## config.mk

```make
export PLATFORM = sky130hd
export DESIGN_NAME = fetch_stage
export DESIGN_NICKNAME = d
export VERILOG_FILES = /design/src/rtl/fetch_stage_pkg.sv /design/src/rtl/fetch_stage_ifid_reg.sv /design/src/rtl/fetch_stage.sv
export SDC_FILE = /design/constraint.sdc
export NUM_CORES = 1
export LEC_CHECK = 0
export BUFFER_PORTS_ARGS = -buffer_cell sky130_fd_sc_hd__clkbuf_2
export CORE_ASPECT_RATIO = 1.5
export CORE_MARGIN = 2
export CORE_UTILIZATION = 45
export DETAILED_ROUTE_END_ITERATION = 10
export MAX_ROUTING_LAYER = met4
export PLACE_DENSITY = 0.76
export SLEW_MARGIN = 20
export SYNTH_ARGS = -nofsm -noshare
export SYNTH_HDL_FRONTEND = slang
export SYNTH_HIERARCHICAL = 1
export SYNTH_SLANG_ARGS = --single-unit
```

## constraint.sdc

```tcl
create_clock -name clk -period 2.1 [get_ports clk]
set_input_delay 0.105 -clock clk [delete_from_list [all_inputs] [get_ports clk]]
set_output_delay 0.105 -clock clk [all_outputs]
set_load 0.005 [all_outputs]
```

## src/rtl/fetch_stage_pkg.sv

```systemverilog
// Shared fetch/control constants: bubble and HALT encodings, FSM states, reset PC.
package fetch_stage_pkg;

   localparam logic [15:0] RESET_PC_DEF  = 16'h0000;
   localparam logic [15:0] NOP_INSTR_DEF = 16'h0800;  // opcode 5'b00001
   localparam logic [15:0] PC_STEP_DEF   = 16'd2;
   localparam logic [4:0]  OPC_NOP       = 5'b00001;
   localparam logic [4:0]  OPC_HALT      = 5'b00000;

   typedef enum logic [1:0] {
      ST_RUN      = 2'd0,
      ST_WAIT_MEM = 2'd1,
      ST_HALTED   = 2'd2
   } fetch_state_e;

endpackage

```

## src/rtl/fetch_stage_ifid_reg.sv

```systemverilog
// IF/ID pipeline register: instruction, PC+2 and valid bit with hold and flush.
// Flush beats hold; with neither asserted the fetched word is captured as valid.
module fetch_stage_ifid_reg
   import fetch_stage_pkg::*;
#(
   parameter logic [15:0] NOP_INSTR = NOP_INSTR_DEF
) (
   input  logic        clk,
   input  logic        rst,
   input  logic        hold_i,
   input  logic        flush_i,
   input  logic [15:0] instr_i,
   input  logic [15:0] pc_plus2_i,
   output logic [15:0] instr_o,
   output logic [15:0] pc_plus2_o,
   output logic        valid_o
);

   logic [15:0] instr_q, instr_d;
   logic [15:0] pc_plus2_q, pc_plus2_d;
   logic        valid_q, valid_d;

   // Select bubble, hold or capture for the IF/ID slot.
   always_comb begin
      instr_d    = instr_q;
      pc_plus2_d = pc_plus2_q;
      valid_d    = valid_q;
      if (flush_i) begin
         instr_d = NOP_INSTR;
         valid_d = 1'b0;
      end else if (!hold_i) begin
         instr_d    = instr_i;
         pc_plus2_d = pc_plus2_i;
         valid_d    = 1'b1;
      end
   end

   // Slot registers, cleared to a bubble on reset.
   always_ff @(posedge clk) begin
      if (rst) begin
         instr_q    <= NOP_INSTR;
         pc_plus2_q <= 16'h0000;
         valid_q    <= 1'b0;
      end else begin
         instr_q    <= instr_d;
         pc_plus2_q <= pc_plus2_d;
         valid_q    <= valid_d;
      end
   end

   assign instr_o    = instr_q;
   assign pc_plus2_o = pc_plus2_q;
   assign valid_o    = valid_q;

endmodule

```

## src/rtl/fetch_stage.sv

```systemverilog
// Instruction fetch: owns the PC and fetch FSM, drives imem, feeds IF/ID.
// Per-edge priority: reset, redirect, halt, stall, memory ready.
module fetch_stage
   import fetch_stage_pkg::*;
#(
   parameter logic [15:0] RESET_PC  = RESET_PC_DEF,
   parameter logic [15:0] NOP_INSTR = NOP_INSTR_DEF,
   parameter logic [15:0] PC_STEP   = PC_STEP_DEF
) (
   input  logic        clk,
   input  logic        rst,
   output logic [15:0] Imem_addr,
   input  logic [15:0] Imem_data,
   input  logic        Imem_ready,
   input  logic        Stall,
   input  logic        Redirect,
   input  logic [15:0] Redirect_target,
   input  logic        Halt_decoded,
   output logic [15:0] Instruction,
   output logic [15:0] Pc_plus2,
   output logic        Valid_PC,
   output logic        Halted,
   output logic        err
);

   fetch_state_e state_q, state_d;
   logic [15:0]  pc_q, pc_d;
   logic         halted_q, halted_d;
   logic         err_q, err_d;
   logic         ifid_hold, ifid_flush;
   logic [15:0]  pc_next;

   // 16-bit wrap; carry out is intentionally dropped.
   assign pc_next = pc_q + PC_STEP;

   // Next-state, PC and IF/ID control decode.
   always_comb begin
      state_d    = state_q;
      pc_d       = pc_q;
      halted_d   = halted_q;
      err_d      = err_q;
      ifid_hold  = 1'b0;
      ifid_flush = 1'b0;
      if (state_q == ST_HALTED) begin
         // Frozen until reset; redirects are ignored here.
         ifid_flush = 1'b1;
      end else if (Redirect) begin
         pc_d       = {Redirect_target[15:1], 1'b0};
         err_d      = err_q | Redirect_target[0];
         ifid_flush = 1'b1;
         state_d    = ST_RUN;
      end else if (Halt_decoded) begin
         state_d    = ST_HALTED;
         halted_d   = 1'b1;
         ifid_flush = 1'b1;
      end else if (Stall) begin
         // In WAIT_MEM the slot already holds a bubble, so holding keeps it.
         ifid_hold = 1'b1;
      end else if (Imem_ready) begin
         pc_d    = pc_next;
         state_d = ST_RUN;
      end else begin
         ifid_flush = 1'b1;
         state_d    = ST_WAIT_MEM;
      end
   end

   // Fetch FSM, PC and status flags.
   always_ff @(posedge clk) begin
      if (rst) begin
         state_q  <= ST_RUN;
         pc_q     <= RESET_PC;
         halted_q <= 1'b0;
         err_q    <= 1'b0;
      end else begin
         state_q  <= state_d;
         pc_q     <= pc_d;
         halted_q <= halted_d;
         err_q    <= err_d;
      end
   end

   fetch_stage_ifid_reg #(
      .NOP_INSTR (NOP_INSTR)
   ) u_ifid (
      .clk        (clk),
      .rst        (rst),
      .hold_i     (ifid_hold),
      .flush_i    (ifid_flush),
      .instr_i    (Imem_data),
      .pc_plus2_i (pc_next),
      .instr_o    (Instruction),
      .pc_plus2_o (Pc_plus2),
      .valid_o    (Valid_PC)
   );

   assign Imem_addr = pc_q;
   assign Halted    = halted_q;
   assign err       = err_q;

endmodule

```

# Word level (Yosys, flattened, before mapping)
# Cells that the tools add are included.
# W data, S select, Z words.
# word_totals
regBits,53
input_bits,38
output_inout_bits,51
wordCells,41
# classes
n_addsub,1
n_eq_ne,4
n_mux,17
bitwise_logic,5
reduce_logical,7
# ops
cell,n
$mux W16,4
$add A16 B2 Y16 const B,1
$mux W1,10
$mux W2,3
$reduce_and A2 Y1,3
$not A1 Y1,4
$reduce_and A4 Y1,1
$ne A3 B1 Y1 const B,1
$reduce_and A3 Y1,1
$eq A2 B2 Y1 const B,1
$ne A2 B1 Y1 const B,1
$ne A2 B2 Y1 const B,1
$reduce_bool A2 Y1,1
$reduce_or A2 Y1,1
$or A1 B1 Y1,1

# Longest topological paths before layout
# depth
word_depth,7
mapped_depth,8
ltp_nobuf,6

# Modules after synthesis
# The synthesis kept the hierarchy.
# by_module_without_submodules
module,n_inst,cells_each,area_each_um2,seq_area_each_um2
fetch_stage,1,168,1316.3,380.4
fetch_stage_ifid_reg,1,128,1273.7,660.6

# Least setup slack after synthesis
# Ideal clock, no wire load.
# synth_timing
kind,flip-flop to flip-flop
from,"register pc_q[1], in the netlist Imem_addr[1]"
to,"register u_ifid.pc_plus2_q[13], in the netlist u_ifid/pc_plus2_o[13]"
setup_time_ns,0.070
t_arrival_ns,1.958
t_required_ns,2.030
path_slack_ns,0.072
stages_incl_launch_ff,7
path_buffers,0
synth_period_minus_slack_ns,2.028
cell_sequence,dfxtp_1 > ha_1 > nand3_4 > or4_4 > xnor2_1 > or3b_1 > a21oi_1
# synth_between
elab_chain_cells,1
# synth_rtl
item,line,rtl
"start, declared",fetch_stage.sv:27,"logic [15:0] pc_q, pc_d;"
"start signal, assigned",fetch_stage.sv:77,pc_q <= pc_d;
$add A16 B2 Y16,fetch_stage.sv:34,assign pc_next = pc_q + PC_STEP;
net pc_next[13],fetch_stage.sv:31,logic [15:0] pc_next;
"end signal, assigned",fetch_stage_ifid_reg.sv:46,pc_plus2_q <= pc_plus2_d;
"end, declared",fetch_stage_ifid_reg.sv:20,"logic [15:0] pc_plus2_q, pc_plus2_d;"
# The timed path passes the listed nets, and every way through them passes these cells.
# A chain may end at the register's enable or synchronous reset.

# Worst setup path after layout
# layout_timing
from,"register pc_q[9], in the netlist Imem_addr[9]"
to,"register u_ifid.pc_plus2_q[14], in the netlist u_ifid/pc_plus2_o[14]"
# The elaborated chain is that of the path after synthesis.

==> impl_metrics.toml <==
[sta]
period_needed_ns = 1.97
drv_slew = 0
max-slew-margin-rel_pct = 66.8
worst_pin_slew_ns = 0.494
fmax_mhz = 508
finalCritPeriodShare_pct = 93.7
setup_viol = 0
fin_worst_skew_ns = 0.0102
fin_tns_setup_ns = 0
finalHoldViolCount = 0

[critical_path]
crit_path_end_kind = "flop"
worstPathArrival_ns = 2.22
critical_path_required_ns = 2.35
crit_fanout = 7
critPathKind = "flop to flop"
startpoint_type = "flop"

[finish]
layout.nets = 423
stdcell_area_um2 = 3190
instances_no_fill = 455
syn2layout_area_growth_pct = 23.3
num_antenna_cells = 0
drive_gt1_share_pct = 31.7
final_util_pct = 57.7

[cts]
root_buffer = "clkbuf_8"
htreeDepth = 2
cts_hold_buffers = 0
numCtsBuffers = 5
cts_sinks = 52
cts_buffer_depth = 2
path_clk_slew_ns = 0.10
clk_latency_ns = 0.31
cts_tree = "built"

[drt]
drt_first_pass_iters = 4
wl_um = 6160
antenna_left = 0
vias = 2455
dr.first_iter.drc_count = 66
drc_errors = 0
via_per_inst = 5.40
routedWlPerCell_um = 13.5

[synthesis]
synth_edf_count = 0
async_flop_share_pct = 0
syn_area_um2 = 2590
synth_warnings = 6
syn_area_per_cell_um2 = 8.75
synthCells = 296
synthDistinctLibCells = 46
synth_seq_area_share_pct = 40.2
ys_seq_elements = 52
synth_flop_cell = "dfxtp_1"

[floorplanning]
die_w_um = 65.9
io_pins = 89
die_area_um2 = 6390
placementRows = 33
fp.coreArea_um2 = 5530
initial_utilization_pct = 46.8
die_y_um = 96.9

[grt]
grtUsageTotal_pct = 20.0
grt_max_degree = 51
antenna_found_initial = 0
grt_overflow_total = 0
grt_pass1_vias = 2219
grt_pass1_wl_um = 10100

[placed_design]
dp_cells = 447
place.gp.congestion = 0.877
dp_hpwl_um = 4580
dpl_cell_area_um2 = 3100
io_buffers = 87

[pwr]
vdd_ir_drop_max_v = 0.000384
powerDensity_nw_per_um2 = 609
power_leakage_uw = 0.00138

[hold_path]
hold_class = "input port to flop"

[job]
cap_violations = 0

[run_status]
status = "finished clean"
-- cells in the mapped netlist (5+ instances only) --
cell      count  share of area (%)
a21oi_1      23                4.4
buf_6         7                3.0
clkbuf_1     10                1.4
dfxtp_1      52                 40
inv_1         8                1.2
mux2i_1      16                6.2
nand2_1      18                2.6
nand3_1       9                1.7
nand4_1       6                1.4
nor2_1       28                4.1
nor3_1        9                1.7
o21ai_0      22                4.3
or3b_1       17                5.7
xnor2_1       5                1.7
xor2_1        8                2.7
-- sequential cells by signal (all words and copies together), names as in the netlist --
register and cells:
err 1, u_ifid/valid_o 1, Imem_addr 15, u_ifid/instr_o 16
u_ifid/pc_plus2_o 16, state_q 2, Halted 1
-- logic make-up (layout without fill, tap and decap cells) --
group	Yosys count	count (layout)	synth area share, %
other cells	1	2	0.145
simple gates	107	107	23.4
mux	16	16	6.18
fa+ha+maj	1	1	0.483
buf+inv	31	119	7.39
xor+xnor	13	13	4.40
compound gates	75	75	17.8
flops	52	52	40.2
-- stage by stage --
step	worst slack [ns]	hold slack [ns]	power, uW
detailed placement	0.168	0.344	1400
floorplan	0.0715	0.188	1270
global route	-0.0233	0.0349	2050
CTS	0.149	0.0160	1970
finish	0.132	0.0260	1950
global placement	0.208	0.337	1390
-- critical path, stage by stage, from the launching register on --
cell	delay, ns
dfxtp_1	0.47
nand4_1	0.27
nor4_1	0.54
xor2_1	0.16
or3b_1	0.35
a21oi_1	0.12
-- final cells by class --
cell class,count,area [um^2]
Fill cell,551,2340
Clock inverter,2,16.3
Sequential cell,52,1040
Inverter,8,30.0
Multi-Input combinational cell,214,1380
Timing Repair Buffer,103,568
Tap cell,70,87.6
Clock buffer,6,72.6
-- layout by cell type, fill, tap and decap left out, types with 6 or more instances in the layout --
cell / synthesis / layout
mux2i_1: 16 / 16
nor2_1: 28 / 28
inv_1: 8 / 8
nand2_1: 18 / 18
a21oi_1: 23 / 23
nor3_1: 9 / 9
o21ai_0: 22 / 21
buf_4: 3 / 15
dfxtp_1: 52 / 52
nand4_1: 6 / 6
or3b_1: 17 / 17
clkbuf_2: 0 / 87
xor2_1: 8 / 8
nand3_1: 9 / 9
-- metal layers --
layer	track usage, %	vias up	wire length [um]
met4	6.12	0	102
met3	4.42	12	367
met2	33.0	84	3090
met1	23.9	1124	2600
met5	-	-	0
li1	-	1235	-
-- final timing paths --
path,startpoint,endpoint,slack (ns),cells after the start
max,Imem_addr[9]$_SDFFE_PP0P_,u_ifid/pc_plus2_o[14]$_SDFFE_PP0P_,0.13,5
min,Imem_data[12],u_ifid/instr_o[12]$_SDFFE_PP0N_,0.03,3
max reg2reg,Imem_addr[9]$_SDFFE_PP0P_,u_ifid/pc_plus2_o[14]$_SDFFE_PP0P_,0.13,5
min reg2reg,u_ifid/valid_o$_SDFFE_PP0N_,u_ifid/valid_o$_SDFFE_PP0N_,0.46,2
-- report_power, final --
group          total (uW)  switching [uW]  internal, uW
Clock                 571             333           238
Sequential           1070            39.8          1030
Combinational         309             163           146
-- repair_timing --
| action | 4_1_cts | 5_1_grt |
|---|---|---|
| endpoints found under the setup margin | 0 | 1 |
| gates resized for setup | 0 | 1 |
| endpoints found under the hold margin | 0 | 0 |
| setup buffers | 0 | 0 |
Note: power is estimated with default switching activity, not from simulation.
